--- src/rtl/pipeline_control_pkg.sv ---
// Shared definitions for the decode-stage hazard controller: register-file
// geometry, FSM state encoding and the register-address decoder.
package pipeline_control_pkg;

  localparam int NREGS  = 16;
  localparam int REG_AW = 4;

  typedef enum logic {
    IDLE   = 1'b0,
    SHADOW = 1'b1
  } state_t;

  // Decode a register address into a one-bit-per-register mask.
  function automatic logic [NREGS-1:0] onehot(input logic [REG_AW-1:0] addr);
    logic [NREGS-1:0] v;
    v       = '0;
    v[addr] = 1'b1;
    return v;
  endfunction

endpackage

--- src/rtl/pipeline_control_scoreboard.sv ---
// Load scoreboard: one pending bit per register plus a running count of
// loads in flight. A completing load is removed from the effective view in
// the same cycle so the consumer can forward instead of stalling.
module pc_scoreboard
  import pipeline_control_pkg::*;
#(
  parameter int MAX_LOADS = 2,
  parameter int LW        = $clog2(MAX_LOADS + 1)
) (
  input  logic              clk,
  input  logic              rst_n,
  input  logic              set,
  input  logic [REG_AW-1:0] set_addr,
  input  logic              clear,
  input  logic [REG_AW-1:0] clear_addr,
  output logic [NREGS-1:0]  pend_eff,
  output logic              clr_hit,
  output logic [NREGS-1:0]  pending,
  output logic [LW-1:0]     loads_inflight
);

  logic [NREGS-1:0] clr_mask;
  logic [NREGS-1:0] set_mask;

  // A completion only counts when it targets a register that is pending.
  assign clr_mask = clear ? (onehot(clear_addr) & pending) : '0;
  assign clr_hit  = |clr_mask;
  assign pend_eff = pending & ~clr_mask;
  assign set_mask = set ? onehot(set_addr) : '0;

  // Scoreboard state: set wins over clear, the count tracks popcount(pending).
  always_ff @(posedge clk or negedge rst_n) begin
    if (!rst_n) begin
      pending        <= '0;
      loads_inflight <= '0;
    end else begin
      pending <= pend_eff | set_mask;
      case ({set, clr_hit})
        2'b10:   loads_inflight <= loads_inflight + LW'(1);
        2'b01:   loads_inflight <= loads_inflight - LW'(1);
        default: loads_inflight <= loads_inflight;
      endcase
    end
  end

endmodule

--- src/rtl/pipeline_control.sv ---
// Decode-stage hazard and sequencing controller. Stalls decode on load-use
// and write-after-write hazards against loads in flight, limits the number
// of outstanding loads, and bubbles the slots fetched behind a taken jump.
module pipeline_control
  import pipeline_control_pkg::*;
#(
  parameter int MAX_LOADS   = 2,
  parameter int JUMP_SHADOW = 2,
  parameter int LW          = $clog2(MAX_LOADS + 1)
) (
  input  logic              clk,
  input  logic              rst_n,
  input  logic              dec_valid,
  input  logic [NREGS-1:0]  dec_rd_mask,
  input  logic [REG_AW-1:0] dec_dest,
  input  logic              dec_writes,
  input  logic              dec_is_mem,
  input  logic              dec_mem_write,
  input  logic              dec_is_jump,
  input  logic              mem_done,
  input  logic [REG_AW-1:0] mem_done_addr,
  output logic              issue,
  output logic              stall,
  output logic              bubble,
  output logic [NREGS-1:0]  pending,
  output logic [LW-1:0]     loads_inflight,
  output logic              in_shadow
);

  localparam logic [2:0] SHADOW_INIT = 3'(JUMP_SHADOW);

  state_t           state, state_d;
  logic [2:0]       shadow_cnt, shadow_cnt_d;
  logic [NREGS-1:0] pend_eff;
  logic [NREGS-1:0] dmask;
  logic             clr_hit;
  logic             is_load;
  logic             hazard;
  logic             sb_set;
  logic             jump_take;

  assign is_load = dec_is_mem & ~dec_mem_write;
  assign dmask   = dec_writes ? onehot(dec_dest) : '0;

  // Reads or the destination hitting a still-pending load, or a new load
  // with every load slot busy and none retiring this cycle.
  assign hazard = (|((dec_rd_mask | dmask) & pend_eff))
                | (is_load & (loads_inflight == LW'(MAX_LOADS)) & ~clr_hit);

  assign sb_set    = issue & is_load & dec_writes;
  assign jump_take = issue & dec_is_jump & (JUMP_SHADOW != 0);
  assign in_shadow = (state == SHADOW);

  pc_scoreboard #(
    .MAX_LOADS (MAX_LOADS),
    .LW        (LW)
  ) u_scoreboard (
    .clk            (clk),
    .rst_n          (rst_n),
    .set            (sb_set),
    .set_addr       (dec_dest),
    .clear          (mem_done),
    .clear_addr     (mem_done_addr),
    .pend_eff       (pend_eff),
    .clr_hit        (clr_hit),
    .pending        (pending),
    .loads_inflight (loads_inflight)
  );

  // FSM state and jump-shadow counter registers.
  always_ff @(posedge clk or negedge rst_n) begin
    if (!rst_n) begin
      state      <= IDLE;
      shadow_cnt <= '0;
    end else begin
      state      <= state_d;
      shadow_cnt <= shadow_cnt_d;
    end
  end

  // Next state: enter SHADOW on an issued jump, leave after the last slot.
  always_comb begin
    state_d      = state;
    shadow_cnt_d = shadow_cnt;
    case (state)
      IDLE: begin
        if (jump_take) begin
          state_d      = SHADOW;
          shadow_cnt_d = SHADOW_INIT;
        end
      end
      SHADOW: begin
        shadow_cnt_d = shadow_cnt - 3'd1;
        if (shadow_cnt == 3'd1) begin
          state_d = IDLE;
        end
      end
      default: begin
        state_d      = IDLE;
        shadow_cnt_d = '0;
      end
    endcase
  end

  // Decode handshake: squash everything in the shadow, otherwise issue or hold.
  always_comb begin
    issue  = 1'b0;
    stall  = 1'b0;
    bubble = 1'b1;
    if (state == IDLE) begin
      issue  = dec_valid & ~hazard;
      stall  = dec_valid & hazard;
      bubble = ~(dec_valid & ~hazard);
    end
  end

endmodule
--- config.mk ---
export PLATFORM = sky130hd
export DESIGN_NAME = pipeline_control
export DESIGN_NICKNAME = d
export VERILOG_FILES = /design/src/rtl/pipeline_control_pkg.sv /design/src/rtl/pipeline_control_scoreboard.sv /design/src/rtl/pipeline_control.sv
export SDC_FILE = /design/constraint.sdc
export NUM_CORES = 1
export LEC_CHECK = 0
export CORE_MARGIN = 2
export CORE_UTILIZATION = 49
export DETAILED_ROUTE_END_ITERATION = 8
export HOLD_SLACK_MARGIN = 0.03
export PLACE_DENSITY_LB_ADDON = 0.3
export SLEW_MARGIN = 15
export SYNTH_ARGS = -nofsm -noshare
export SYNTH_HDL_FRONTEND = slang
export SYNTH_SLANG_ARGS = --single-unit
--- constraint.sdc ---
create_clock -name clk -period 4.5 [get_ports clk]
set_input_delay 0.9 -clock clk [delete_from_list [all_inputs] [get_ports clk]]
set_output_delay 0.9 -clock clk [all_outputs]
set_load 0.005 [all_outputs]
==> results of run 1 <==
[sequential cells by signal (all words and copies together) (netlist names)]
signal,flops
in_shadow,1
shadow_cnt,3
u_scoreboard.loads_inflight,2
u_scoreboard.pending,16
[critical path, cell delays in order]
cell and delay, ns:
clkdlybuf4s50_1 0.60, mux4_2 0.54, a32oi_1 0.41, nand3_1 0.23
and4_1 0.28, inv_2 0.05, clkdlybuf4s50_1 0.50
[timing repair]
action / 4_1_cts / 5_1_grt
setup endpoints to repair: 0 / 3
hold buffers: 0 / 0
resized for setup: 0 / 6
hold endpoints to repair: 0 / 0
buffers inserted: 0 / 1
[cell usage after synthesis, types with 3 or more instances]
cell type  instances
a21oi_1           14
a31oi_1            5
and3_1             4
and3b_1            3
buf_2              6
clkbuf_1           3
dfrtp_1           22
ha_1               3
inv_1              4
mux2i_1            5
nand2_1            8
nand2b_1           9
nand3_1            6
nand3b_1           4
nor2_1             5
nor2b_1            4
o21ai_0           15
o22ai_1            8
o41ai_1            6
o41ai_2            9
xnor2_1            3
[metal layers]
layer  track usage [%]  up-vias  part of all wire (%)
li1                  -      780                     -
met4              9.73        0                   1.6
met1              38.9      812                    43
met2              40.9      109                    47
met5                 0        -                     0
met3              2.94        9                   7.9
[area by class of cell]
class                      count  area, um^2  share of cell area (%)
multi-input combinational    135        1010                    44.3
tap                           44        55.1                    2.42
clock buffer                   3        22.5                   0.991
inverter                       5        18.8                   0.826
timing repair buffer          64         618                    27.2
sequential                    22         551                    24.2
[per-stage QoR]
| stage | utilization [%] | area, um^2 | std cells | setup slack [ns] | hold WS, ns |
|---|---|---|---|---|---|
| 6_report | 73.2 | 2270 | 273 | 0.0866 | 0.515 |
| 5_1_grt | 73.2 | 2270 | 273 | 0.00605 | 0.547 |
| 4_1_cts | 72.6 | 2250 | 272 | 0.0474 | 0.523 |
| 3_5_place_dp | 71.9 | 2230 | 269 | 0.0583 | 0.501 |
| 3_3_place_gp | 71.9 | 2230 | 269 | 0.0743 | 0.470 |
| 2_1_floorplan | - | 1620 | 172 | 1.20 | 0.477 |
[report_power, final]
| part | internal, mW | leakage, nW | switching (mW) |
|---|---|---|---|
| Clock | 0.0314 | 0.0138 | 0.0615 |
| Combinational | 0.191 | 0.671 | 0.172 |
| Sequential | 0.239 | 0.292 | 0.0451 |
| Total | 0.461 | 0.977 | 0.279 |
[final timing paths]
check	to	cells past startpoint
worst max-delay path	bubble	7
worst min-delay path	u_scoreboard.loads_inflight[1]	1
worst max register to register	u_scoreboard.loads_inflight[1]	8
worst min register to register	u_scoreboard.loads_inflight[1]	1
max in group asynchronous	u_scoreboard.pending[6]	1
min in group asynchronous	u_scoreboard.pending[14]	1
[logic make-up after synthesis]
| kind of cell | after synthesis | synth area share [%] |
|---|---|---|
| simple gates | 54 | 21.2 |
| buf+inv | 15 | 4.39 |
| flops | 22 | 33.9 |
| xor+xnor | 5 | 2.70 |
| compound gates | 67 | 31.0 |
| mux | 6 | 4.47 |
| fa+ha+maj | 3 | 2.31 |
==> results.md, run 1 <==
* Netlist cell types at 43
* Fmax at 227 MHz
* Worst-path clk slew at 0.13 ns
* Commonest non-fill, non-tap cell in the layout: clkdlybuf4s50_1
* Worst Setup Path Type: primary input to output pin
* LEAKAGE at 0.977 nW
* Core Region at 3100 um^2
* Synth Warn # at 0
* Register area share after synthesis at 33.9%
* Slack of the worst reg-to-reg path at 2.04 ns
* Worst-path maximum fanout at 6
* Layout cell share with drive strength beyond 1 at 14.4%
* # setup viols final at 0
* Number of global-route vias before repair at 1561
* Ys async rst share at 100%
* Total CTS buffers at 3
* Crit end category: output pin
* Clk sink count at 22
* Via density at 6.26
* Router iterations before antenna repair at 5
* Startpoint Class: primary input
* Total GRT Usage at 26.7%
* RSZ-0062 raised after global routing: no
* # diodes at 0
* Area Growth Syn to Fin at 40.0%
* Mapped Cells at 172
* Most frequent cells in the layout: 51 x clkdlybuf4s50_1, 22 x dfrtp_1, 14 x a21oi_1
* Fillers at 257
* Initial antenna violation count at 0
* Initial Util at 52.3%
* Mean post-synth cell area at 9.43 um^2
* Antenna Nets Post-Route at 0
* Cell taking the most area after synthesis: dfrtp_1
* Max Root-Sink Buffers at 2
* Final Hold Fails at 0
* Grt ovf at 0
* H-tree levels at 1
* Clk Latency, worst-skew pair at 0.32 ns
* Peak supply drop at 0.189 mV
* Crit path time final at 4.41 ns
* Synth top area share at 33.9%
* Setup TNS at 0 ns
* Post-DP HPWL at 3.86 mm
* # rows at 20
* Power Density at 326 nW/um^2
* HP Class: flip-flop to flip-flop
* Worst hold start: u_scoreboard.loads_inflight[1]
* Port bufs at 53
* Total power at 740 uW
* Die Area at 3790 um^2
* Data arrival, critical path at 3.51 ns
* I/O pin count at 54
* Max Cap Viol at 0
* Gpl congestion at 0.936
* Die Height at 61.6 um
* Netlist Area Pre-Place at 1620 um^2
* Worst Clk Skew at 0.0103 ns
* Run status: finished clean
* Max Transition Viols Final at 0
* Largest net degree at the start of global routing at 23
* FF-to-FF Start: u_scoreboard.pending[10]
* Clock Tree Root: clkbuf_4
* Post-synth EDFFs at 0
* First DRT Iteration DRCs at 115
* WL per Instance at 17.8 um
* CP startpoint: mem_done_addr[3]
* CTS tree: built
* Total Wirelength at 4.87 mm
* Predominant post-synthesis flop cell: dfrtp_1
* Worst slew pin tran at 1.05 ns
* Chip width at 61.6 um
* Slew margin rel. at 29.6%
* Final #Nets at 266
* First-pass GRT wire length at 7.53 mm
* Seq cells post-synth at 22
* Post-synthesis net count at 207
* Vias at 1710
* Final period utilization at 98.1%
* Worst EP required at 3.60 ns
* Drt drc at 0
* Top post-synthesis cells by area: dfrtp_1 34%, o41ai_2 9.0%, o21ai_0 4.6%, a21oi_1 4.3%, nand2b_1 3.5%
Note: power is estimated with default switching activity, not from simulation.
==> run 2: changes to the inputs <==
- CORE_UTILIZATION: 49 -> 51
- CTS_BUF_LIST: default -> sky130_fd_sc_hd__clkbuf_2
==> run 2 against run 1 <==
Effect of this change: total power is 1.1% lower; maximum frequency decreased by 0.32%; combinational power grew 2%; routed wire length up 2.3%; die area is 3.7% lower; critical endpoint is now issue; largest power group unchanged.
==> results.md, run 2 (same netlist as run 1, synthesis figures left out) <==
* Number of global-route vias before repair at 1627
* Total CTS buffers at 3
* Slew margin rel. at 32.7%
* DP Area at 2250 um^2
* Largest net degree at the start of global routing at 23
* Area Growth Syn to Fin at 40.4%
* Core Region at 3030 um^2
* Layout cell share with drive strength beyond 1 at 15.1%
* Worst-path clk slew at 0.19 ns
* Worst-path maximum fanout at 7
* # setup viols final at 0
* Most frequent cells in the layout: 52 x clkdlybuf4s50_1, 22 x dfrtp_1, 14 x a21oi_1, 14 x buf_4
* Max FFs per register at 16
* Clk Latency, worst-skew pair at 0.34 ns
* Top Registers: u_scoreboard.pending x16, shadow_cnt x3, u_scoreboard.loads_inflight x2
* Worst Setup Path Type: primary input to output pin
* Total GRT Usage at 28.9%
* Final period utilization at 98.4%
* CTS tree: built
* Final #Nets at 269
* Internal power at 451 uW
* Commonest non-fill, non-tap cell in the layout: clkdlybuf4s50_1
* First DRT Iteration DRCs at 136
* # rows at 20
* Crit path time final at 4.43 ns
* Clock network power share at 10.8%
* Power Density at 321 nW/um^2
* Max Root-Sink Buffers at 2
* Fmax at 226 MHz
* Via density at 6.18
* Port bufs at 53
* Total power at 732 uW
* Most flop-heavy register: u_scoreboard.pending
* Gate power share at 50.6%
* Worst Clk Skew at 0.0101 ns
* Worst slew pin tran at 1.01 ns
* Startpoint Class: primary input
* Run status: finished clean
* Fillers at 231
* WL per Instance at 18.0 um
* I/O pin count at 54
* Clock Tree Root: clkbuf_2
* Chip width at 60.4 um
* Data arrival, critical path at 3.53 ns
* Clk sink count at 22
* Drt drc at 0
* Antenna Nets Post-Route at 0
* H-tree levels at 1
* Sw power at 281 uW
* First-pass GRT wire length at 7.73 mm
* Crit end category: output pin
* Reg power frac at 38.6%
* Sw frac at 38.4%
* Die Height at 60.4 um
* Setup TNS at 0 ns
* Router iterations before antenna repair at 5
* Final Hold Fails at 0
* Vias at 1705
* Peak supply drop at 0.209 mV
* Total Wirelength at 4.98 mm
* Initial antenna violation count at 0
* Max Transition Viols Final at 0
* HP Class: flip-flop to flip-flop
* WHS at 0.506 ns
* Post-route cell area at 2280 um^2
* Initial Util at 53.6%
* # diodes at 0
* Max Cap Viol at 0
* Die Area at 3650 um^2
* Post-DP HPWL at 4.04 mm
* Worst EP required at 3.60 ns
* CTS Hold Bufs at 0
* LEAKAGE at 0.977 nW
* Grt ovf at 0
* Gpl congestion at 0.911
[run 2: cell count changes in the layout (fill, tap and decap cells not counted), sizes merged]
cell           before  now
buf                11   14
clkdlybuf4s50      51   52
dlymetal6s2s        2    1
[run 2: power groups by stage]
| stage | combinational (mW) | sequential, mW | clock [mW] |
|---|---|---|---|
| 2_1_floorplan | 0.204 | 0.279 | 0 |
| 3_3_place_gp | 0.346 | 0.282 | 0 |
| 3_5_place_dp | 0.359 | 0.286 | 0 |
| 4_1_cts | 0.361 | 0.282 | 0.0798 |
| 5_1_grt | 0.401 | 0.287 | 0.0851 |
| 6_report | 0.370 | 0.283 | 0.0793 |
[run 2: final timing paths]
kind | start | endpoint | slack [ns] | cells after the start
max | mem_done_addr[1] | issue | 0.07 | 7
max reg2reg | u_scoreboard.pending[10] | u_scoreboard.loads_inflight[1] | 2.10 | 8
min in group asynchronous | rst_n | u_scoreboard.pending[12] | 1.07 | 1
min reg2reg | u_scoreboard.loads_inflight[1] | u_scoreboard.loads_inflight[1] | 0.51 | 1
max in group asynchronous | rst_n | u_scoreboard.loads_inflight[1] | 2.82 | 1
min | u_scoreboard.loads_inflight[1] | u_scoreboard.loads_inflight[1] | 0.51 | 1
[run 2: worst max-delay path: stages]
cell             delay [ns]
clkdlybuf4s50_1        0.53
nand2b_1               0.31
o21ai_1                0.30
o22ai_1                0.16
nor4_2                 0.46
and4_1                 0.34
clkdlybuf4s50_1        0.52
[run 2: cell type report]
class                           instances  area, um^2  share of cell area, %
Clock buffer                            3        15.0                  0.659
Inverter                                5        18.8                  0.824
Multi-Input combinational cell        135        1000                   43.9
Sequential cell                        22         551                   24.2
Tap cell                               44        55.1                   2.42
Timing Repair Buffer                   67         638                   28.0
[run 2: layer usage]
| metal | up-vias | global-route usage, % | wire (um) |
|---|---|---|---|
| li1 | 780 | - | - |
| met1 | 813 | 38.2 | 2090 |
| met2 | 99 | 47.5 | 2380 |
| met3 | 13 | 5.12 | 395 |
| met4 | 0 | 11.2 | 116 |
| met5 | - | 0 | 0 |
[run 2: through the flow]
stage	utilization [%]	std cells	setup slack, ns
6_report	75.2	276	0.0725
5_1_grt	75.2	276	-0.0288
4_1_cts	74.9	275	0.0478
3_5_place_dp	74.4	272	-0.00773
3_3_place_gp	74.4	272	-0.0304
2_1_floorplan	-	172	1.20
[run 2: what timing repair did]
action | in CTS | in global routing
resized for setup | 1 | 7
setup buffers | 0 | 1
pin swaps | 0 | 1
endpoints found under the setup margin | 1 | 2
